[config.mk]
export PLATFORM = sky130hd
export DESIGN_NAME = alu_seq
export DESIGN_NICKNAME = d
export VERILOG_FILES = /design/src/rtl/alu_pkg.sv /design/src/rtl/alu_mul_iter.sv /design/src/rtl/alu_seq.sv
export SDC_FILE = /design/constraint.sdc
export NUM_CORES = 1
export LEC_CHECK = 0
export ABC_AREA = 1
export CAP_MARGIN = 10
export CORE_ASPECT_RATIO = 1.5
export CORE_UTILIZATION = 60
export DETAILED_ROUTE_END_ITERATION = 8
export PLACE_DENSITY = 0.79
export SYNTH_ARGS = -nofsm -noshare
export SYNTH_HDL_FRONTEND = slang
export SYNTH_HIERARCHICAL = 1
export SYNTH_SLANG_ARGS = --single-unit
[constraint.sdc]
create_clock -name clk -period 13.65 [get_ports clk]
set_input_delay 4.095 -clock clk [delete_from_list [all_inputs] [get_ports clk]]
set_output_delay 4.095 -clock clk [all_outputs]
set_load 0.02 [all_outputs]
[src/rtl/alu_pkg.sv]
// Shared opcodes, flag positions, FSM encoding and status packing for alu_seq.
package alu_pkg;

  localparam logic [2:0] OP_ADD = 3'b000;
  localparam logic [2:0] OP_ADC = 3'b001;
  localparam logic [2:0] OP_SUB = 3'b010;
  localparam logic [2:0] OP_SBB = 3'b011;
  localparam logic [2:0] OP_MUL = 3'b100;
  localparam logic [2:0] OP_AND = 3'b101;
  localparam logic [2:0] OP_SHL = 3'b110;
  localparam logic [2:0] OP_MOV = 3'b111;

  localparam int unsigned FLAG_Z = 15;
  localparam int unsigned FLAG_N = 14;
  localparam int unsigned FLAG_C = 13;
  localparam int unsigned FLAG_V = 12;

  localparam int unsigned STATUS_W = 16;

  typedef enum logic {S_IDLE = 1'b0, S_MUL = 1'b1} state_t;

  // Pack the four flags into the status word; low bits are always zero.
  function automatic logic [STATUS_W-1:0] pack_status(input logic z, input logic n,
                                                      input logic c, input logic v);
    logic [STATUS_W-1:0] s;
    s         = '0;
    s[FLAG_Z] = z;
    s[FLAG_N] = n;
    s[FLAG_C] = c;
    s[FLAG_V] = v;
    return s;
  endfunction

endpackage

[src/rtl/alu_mul_iter.sv]
// Iterative shift-add multiplier: one multiplier bit per cycle, WIDTH cycles per product.
module alu_mul_iter #(
  parameter int unsigned WIDTH = 16
) (
  input  logic               clk,
  input  logic               rst,
  input  logic               start,
  input  logic [WIDTH-1:0]   a,
  input  logic [WIDTH-1:0]   b,
  output logic               done_c,
  output logic [2*WIDTH-1:0] prod_c,
  output logic [WIDTH-1:0]   a_lat,
  output logic [WIDTH-1:0]   b_lat
);

  localparam int unsigned W2 = 2 * WIDTH;
  localparam int unsigned CW = $clog2(WIDTH);

  logic [W2-1:0] acc;
  logic [CW-1:0] cnt;
  logic          active;
  logic [W2-1:0] addend_c;

  // Partial product for this iteration; prod_c is the accumulator after it,
  // so the full product is available combinationally on the final iteration.
  always_comb begin
    addend_c = '0;
    if (b_lat[cnt]) addend_c = W2'(a_lat) << cnt;
    prod_c = acc + addend_c;
    done_c = active && (cnt == CW'(WIDTH - 1));
  end

  // Operand latch, accumulator and iteration counter.
  always_ff @(posedge clk or posedge rst) begin
    if (rst) begin
      acc    <= '0;
      cnt    <= '0;
      active <= 1'b0;
      a_lat  <= '0;
      b_lat  <= '0;
    end else if (start) begin
      a_lat  <= a;
      b_lat  <= b;
      acc    <= '0;
      cnt    <= '0;
      active <= 1'b1;
    end else if (active) begin
      acc <= prod_c;
      if (done_c) begin
        cnt    <= '0;
        active <= 1'b0;
      end else begin
        cnt <= cnt + CW'(1);
      end
    end
  end

endmodule

[src/rtl/alu_seq.sv]
// Registered ALU with start/done handshake, persistent flags and iterative multiply.
module alu_seq
  import alu_pkg::*;
#(
  parameter int unsigned WIDTH = 16
) (
  input  logic                clk,
  input  logic                rst,
  input  logic                start,
  input  logic [2:0]          op,
  input  logic [WIDTH-1:0]    data1,
  input  logic [WIDTH-1:0]    data2,
  output logic                busy,
  output logic                done,
  output logic [WIDTH-1:0]    result,
  output logic [STATUS_W-1:0] status_reg
);

  localparam int unsigned W1 = WIDTH + 1;
  localparam int unsigned W2 = 2 * WIDTH;

  state_t             state;
  logic               mul_start_c;
  logic               mul_done_c;
  logic [W2-1:0]      mul_prod_c;
  logic [WIDTH-1:0]   mul_a;
  logic [WIDTH-1:0]   mul_b;

  logic [W1-1:0]      wide_c;
  logic [WIDTH-1:0]   alu_res_c;
  logic               alu_c_c;
  logic               alu_v_c;
  logic [WIDTH-1:0]   mul_lo_c;
  logic [WIDTH-1:0]   mul_hi_c;
  logic [WIDTH-1:0]   mul_h_c;
  logic               c_in;

  assign c_in        = status_reg[FLAG_C];
  assign mul_start_c = (state == S_IDLE) && start && (op == OP_MUL);

  alu_mul_iter #(.WIDTH(WIDTH)) u_mul (
    .clk    (clk),
    .rst    (rst),
    .start  (mul_start_c),
    .a      (data1),
    .b      (data2),
    .done_c (mul_done_c),
    .prod_c (mul_prod_c),
    .a_lat  (mul_a),
    .b_lat  (mul_b)
  );

  // Single-cycle datapath; the extra top bit of wide_c carries carry/borrow/shift-out.
  always_comb begin
    wide_c    = '0;
    alu_res_c = '0;
    alu_c_c   = 1'b0;
    alu_v_c   = 1'b0;
    case (op)
      OP_ADD, OP_ADC: begin
        wide_c    = {1'b0, data1} + {1'b0, data2} + W1'((op == OP_ADC) && c_in);
        alu_res_c = wide_c[WIDTH-1:0];
        alu_c_c   = wide_c[WIDTH];
        alu_v_c   = (data1[WIDTH-1] == data2[WIDTH-1]) && (alu_res_c[WIDTH-1] != data1[WIDTH-1]);
      end
      OP_SUB, OP_SBB: begin
        wide_c    = {1'b0, data1} - {1'b0, data2} - W1'((op == OP_SBB) && c_in);
        alu_res_c = wide_c[WIDTH-1:0];
        alu_c_c   = wide_c[WIDTH];
        alu_v_c   = (data1[WIDTH-1] != data2[WIDTH-1]) && (alu_res_c[WIDTH-1] != data1[WIDTH-1]);
      end
      OP_AND: alu_res_c = data1 & data2;
      OP_SHL: begin
        // Bit WIDTH of the widened shift is A[WIDTH-s] for 1<=s<=WIDTH, else zero.
        wide_c    = {1'b0, data1} << data2;
        alu_res_c = wide_c[WIDTH-1:0];
        alu_c_c   = wide_c[WIDTH];
      end
      OP_MOV: alu_res_c = data2;
      default: alu_res_c = '0;
    endcase
  end

  // Multiply flags: signed high half recovered from the unsigned product.
  always_comb begin
    mul_lo_c = mul_prod_c[WIDTH-1:0];
    mul_hi_c = mul_prod_c[W2-1:WIDTH];
    mul_h_c  = mul_hi_c - (mul_a[WIDTH-1] ? mul_b : '0) - (mul_b[WIDTH-1] ? mul_a : '0);
  end

  // Control FSM with registered result, flags, busy and done.
  always_ff @(posedge clk or posedge rst) begin
    if (rst) begin
      state      <= S_IDLE;
      busy       <= 1'b0;
      done       <= 1'b0;
      result     <= '0;
      status_reg <= '0;
    end else begin
      done <= 1'b0;
      case (state)
        S_IDLE: begin
          if (start) begin
            if (op == OP_MUL) begin
              state <= S_MUL;
              busy  <= 1'b1;
            end else begin
              result     <= alu_res_c;
              status_reg <= pack_status(alu_res_c == '0, alu_res_c[WIDTH-1], alu_c_c, alu_v_c);
              done       <= 1'b1;
            end
          end
        end
        S_MUL: begin
          if (mul_done_c) begin
            result     <= mul_lo_c;
            status_reg <= pack_status(mul_lo_c == '0, mul_lo_c[WIDTH-1], |mul_hi_c,
                                      mul_h_c != {WIDTH{mul_lo_c[WIDTH-1]}});
            done       <= 1'b1;
            busy       <= 1'b0;
            state      <= S_IDLE;
          end
        end
        default: state <= S_IDLE;
      endcase
    end
  end

endmodule

==> results_dict.tcl <==
set metrics [dict create \
    outcome "completed" \
    wl_per_cell_um 18.96 \
    seq_area_frac_synth_pct 18.48 \
    final_nets 2268 \
    cts_tree "built" \
    avgSynthCellArea_um2 5.886 \
    cts_buffers 9 \
    fin_util_pct 67.00 \
    crit_path_start_kind "input pin" \
    arrival_ns 7.80 \
    critical_path_required_ns 13.95 \
    relSlewSlack_pct 36.27 \
    holdPathStages 2 \
    ys_ff_latch 91 \
    clk_latency_ns 0.37 \
    antenna_found_initial 0 \
    drc 0 \
    fin_crit_sh_pct 54.95 \
    r2r_slack_ns 6.57 \
    slowest_stage "clkdlybuf4s50_1" \
    placed_area_um2 12990 \
    core_area_um2 19940 \
    final_cell_area_um2 13360 \
    post_cts_buffers 0 \
    yosysWarningCount 6 \
    start_util_pct 61.80 \
    worst_pin_slew_ns 0.9559 \
    via_per_inst 5.885 \
    hold_buffers 0 \
    rr_worst_depth 42 \
    finalNonFillerCells 2380 \
    critPathMaxStageDelay_ns 0.45 \
    route.final.wire_length_um 45130 \
    crit_type "input pin to flop" \
    path_common_cell "nand2_1" \
    path_cells "clkdlybuf4s50_1 > buf_4 > inv_1 > buf_4 > fa_1 > fa_1 > inv_1 > nand2_1 > nand2_1 > nand2_1 > inv_1 > o21bai_1 > nand3_1 > nand3b_1 > nand3_1 > nand4_1 > nor2_1 > nand2_1 > nor2_1 > nand4_1 > a21oi_1" \
    timing.setup.tns_ns 0 \
    r2r-start "u_mul/cnt[1]$_DFFE_PP0P_" \
    drive_gt1_share_pct 3.491 \
    cts_resized 0 \
    antenna_violating_nets_post_route 0 \
    hold_path_end "result[3]$_DFFE_PP0P_" \
    skew_ns 0.01138 \
    clockBufferDepth 2 \
    largest_register_ffs 32 \
    port_buffers 59 \
    synth-edff-count 0 \
    finalHoldViolations 0 \
    timing.fmax_ghz 0.1333 \
    htreeDepth 3 \
    gp_congestion 1.078 \
    grt_pass1_vias 13160 \
    syn_area_um2 12320 \
    antenna_cells 0 \
    critPathCaptureType "flop" \
    period_minus_slack_ns 7.500 \
    cts_root_buf "clkbuf_16" \
    cts_sinks 91 \
    cp_max_fo 24 \
    area_growth_pct 8.417 \
    reg2reg_to "status_reg[12]$_DFFE_PP0P_" \
    reg.largest.list "u_mul/acc (32), u_mul/a_lat (16), u_mul/b_lat (16)" \
    grt_max_degree 70 \
    firstDrtPassIters 7 \
    hold_start "result[3]$_DFFE_PP0P_" \
    num_io_pins 72 \
    holdCritPathClass "flop to flop" \
    top_register "u_mul/acc" \
    dieWidth_um 119.0 \
    fillers 1880 \
    dr.first_iter.drc_count 1301 \
    vias 14010 \
    rsz0062_at_grt "false" \
    fp-row-count 63 \
    hpwlAfterDp_um 35980 \
    setup_violations 0 \
    grt_usage_pct 43.08 \
    clk_pin_slew_ns 0.08 \
    drv_cap 0 \
    die_y_um 177.5 \
    maxSlewViolCount 0 \
    grt_pass1_wl_um 68880 \
    die_area_um2 21130 \
    netlist_instances 2094 \
    synthArstFlopShare_pct 100.0 \
    place_inst 2364 \
    grt_overflow 0 \
    synth.distinct_cells 57 \
    ys.flop_type "dfrtp_1" \
]
## stage by stage
stage          setup slack, ns  hold slack [ns]
5_1_grt                  5.900           0.5046
3_5_place_dp             5.944           0.4722
3_3_place_gp             6.020           0.4668
2_1_floorplan            6.883           0.4555
4_1_cts                  6.249           0.4882
6_report                 6.150           0.4810
## critical path, delay by kind of cell
kind            cells  cell delay (ns)
compound gates      2             0.24
simple gates       11             1.19
fa+ha+maj           2             0.86
buf+inv             6             1.41
## layout make-up
type	instances	area [um^2]	area share, %
flip-flops and latches	91	2277	17.04
inverters	315	1185	8.868
clock inverters	7	145.1	1.086
clock buffers	9	225.2	1.686
repair buffers	74	703.2	5.263
multi-input cells	1624	8501	63.62
well taps	260	325.3	2.435
## layer usage
layer | share of wire [%] | global-route usage [%]
met5 | 0 | 0
met3 | 6.0 | 6.073
met4 | 11 | 42.51
met2 | 49 | 75.19
met1 | 34 | 43.40
## how the worst max path moves through the flow
stage	start	end	slack, ns	cells past startpoint
6_report	data2[0]	status_reg[15]$_DFFE_PP0P_	6.15	21
5_1_grt	data2[0]	status_reg[15]$_DFFE_PP0P_	5.90	15
4_1_cts	data2[0]	status_reg[15]$_DFFE_PP0P_	6.25	21
3_5_place_dp	data2[0]	status_reg[15]$_DFFE_PP0P_	5.94	15
3_3_place_gp	data2[0]	status_reg[15]$_DFFE_PP0P_	6.02	15
2_1_floorplan	op[1]	status_reg[15]$_DFFE_PP0P_	6.88	19
## layout by cell type, fill, tap and decap left out, types with 2 or more instances in the layout
| cell type | instances |
|---|---|
| o221ai_1 | 2 |
| a31oi_1 | 3 |
| nand2_2 | 4 |
| o21ai_2 | 5 |
| nor3_1 | 20 |
| inv_2 | 13 |
| nand4_1 | 38 |
| o21ai_1 | 33 |
| clkdlybuf4s50_1 | 59 |
| a22o_1 | 5 |
| o31ai_1 | 4 |
| ha_1 | 95 |
| nand3_1 | 154 |
| o21ai_0 | 100 |
| and2_1 | 16 |
| nor2_2 | 6 |
| a21boi_0 | 4 |
| o211ai_1 | 3 |
| a21oi_2 | 3 |
| clkbuf_16 | 9 |
| buf_4 | 15 |
| nor2_1 | 154 |
| or2_2 | 2 |
| nor2_4 | 2 |
| conb_1 | 12 |
| inv_6 | 2 |
| fa_1 | 20 |
| xnor2_1 | 8 |
| xor2_1 | 33 |
| o21bai_1 | 5 |
| a21o_1 | 4 |
| o22ai_1 | 2 |
| nand2_1 | 748 |
| nor4_1 | 4 |
| dfrtp_1 | 91 |
| nand3b_1 | 14 |
| inv_1 | 300 |
| a21oi_1 | 104 |
| bufinv_16 | 4 |
## kinds of logic after synthesis
| logic type | synth area share, % |
|---|---|
| AND/OR/NAND/NOR | 39.52 |
| buffers and inverters | 12.99 |
| AO/OA/AOI/OAI | 12.90 |
| adder cells (fa/ha/maj) | 12.89 |
| flip-flops | 18.48 |
| XOR/XNOR | 3.096 |
| other | 0.03043 |
| multiplexers | 0.08122 |
## synth_stat cells (2+ instances only)
| library cell | number | area share, % |
|---|---|---|
| nand2_1 | 748 | 23 |
| a21oi_2 | 3 | 0.21 |
| o221ai_1 | 2 | 0.14 |
| a22o_1 | 5 | 0.36 |
| buf_2 | 15 | 0.61 |
| nor4_1 | 4 | 0.20 |
| nand3b_1 | 14 | 0.85 |
| clkbuf_1 | 34 | 1.0 |
| dfrtp_1 | 91 | 18 |
| nor2_1 | 157 | 4.8 |
| a21o_1 | 4 | 0.24 |
| xor2_1 | 33 | 2.3 |
| a21boi_0 | 4 | 0.24 |
| o21ai_0 | 100 | 4.1 |
| nor3_1 | 20 | 0.81 |
| nor2_2 | 3 | 0.15 |
| and2_1 | 16 | 0.81 |
| o22ai_1 | 2 | 0.10 |
| buf_1 | 3 | 0.091 |
| nor2_4 | 2 | 0.18 |
| a21oi_1 | 104 | 4.2 |
| xnor2_1 | 8 | 0.57 |
| o211ai_1 | 3 | 0.18 |
| nand4_1 | 38 | 1.9 |
| or2_2 | 2 | 0.10 |
| o31ai_1 | 4 | 0.24 |
| nand3_1 | 154 | 6.3 |
| inv_1 | 301 | 9.2 |
| fa_1 | 20 | 3.2 |
| ha_1 | 95 | 9.6 |
| o21ai_2 | 5 | 0.36 |
| nand2_2 | 4 | 0.20 |
| o21bai_1 | 5 | 0.30 |
| o21ai_1 | 33 | 1.3 |
| buf_4 | 15 | 0.91 |
| inv_2 | 12 | 0.37 |
| a31oi_1 | 4 | 0.20 |
| buf_6 | 8 | 0.73 |
Power is not shown: default switching activity piles up to over one toggle a cycle in this logic, so the estimate is an artifact.
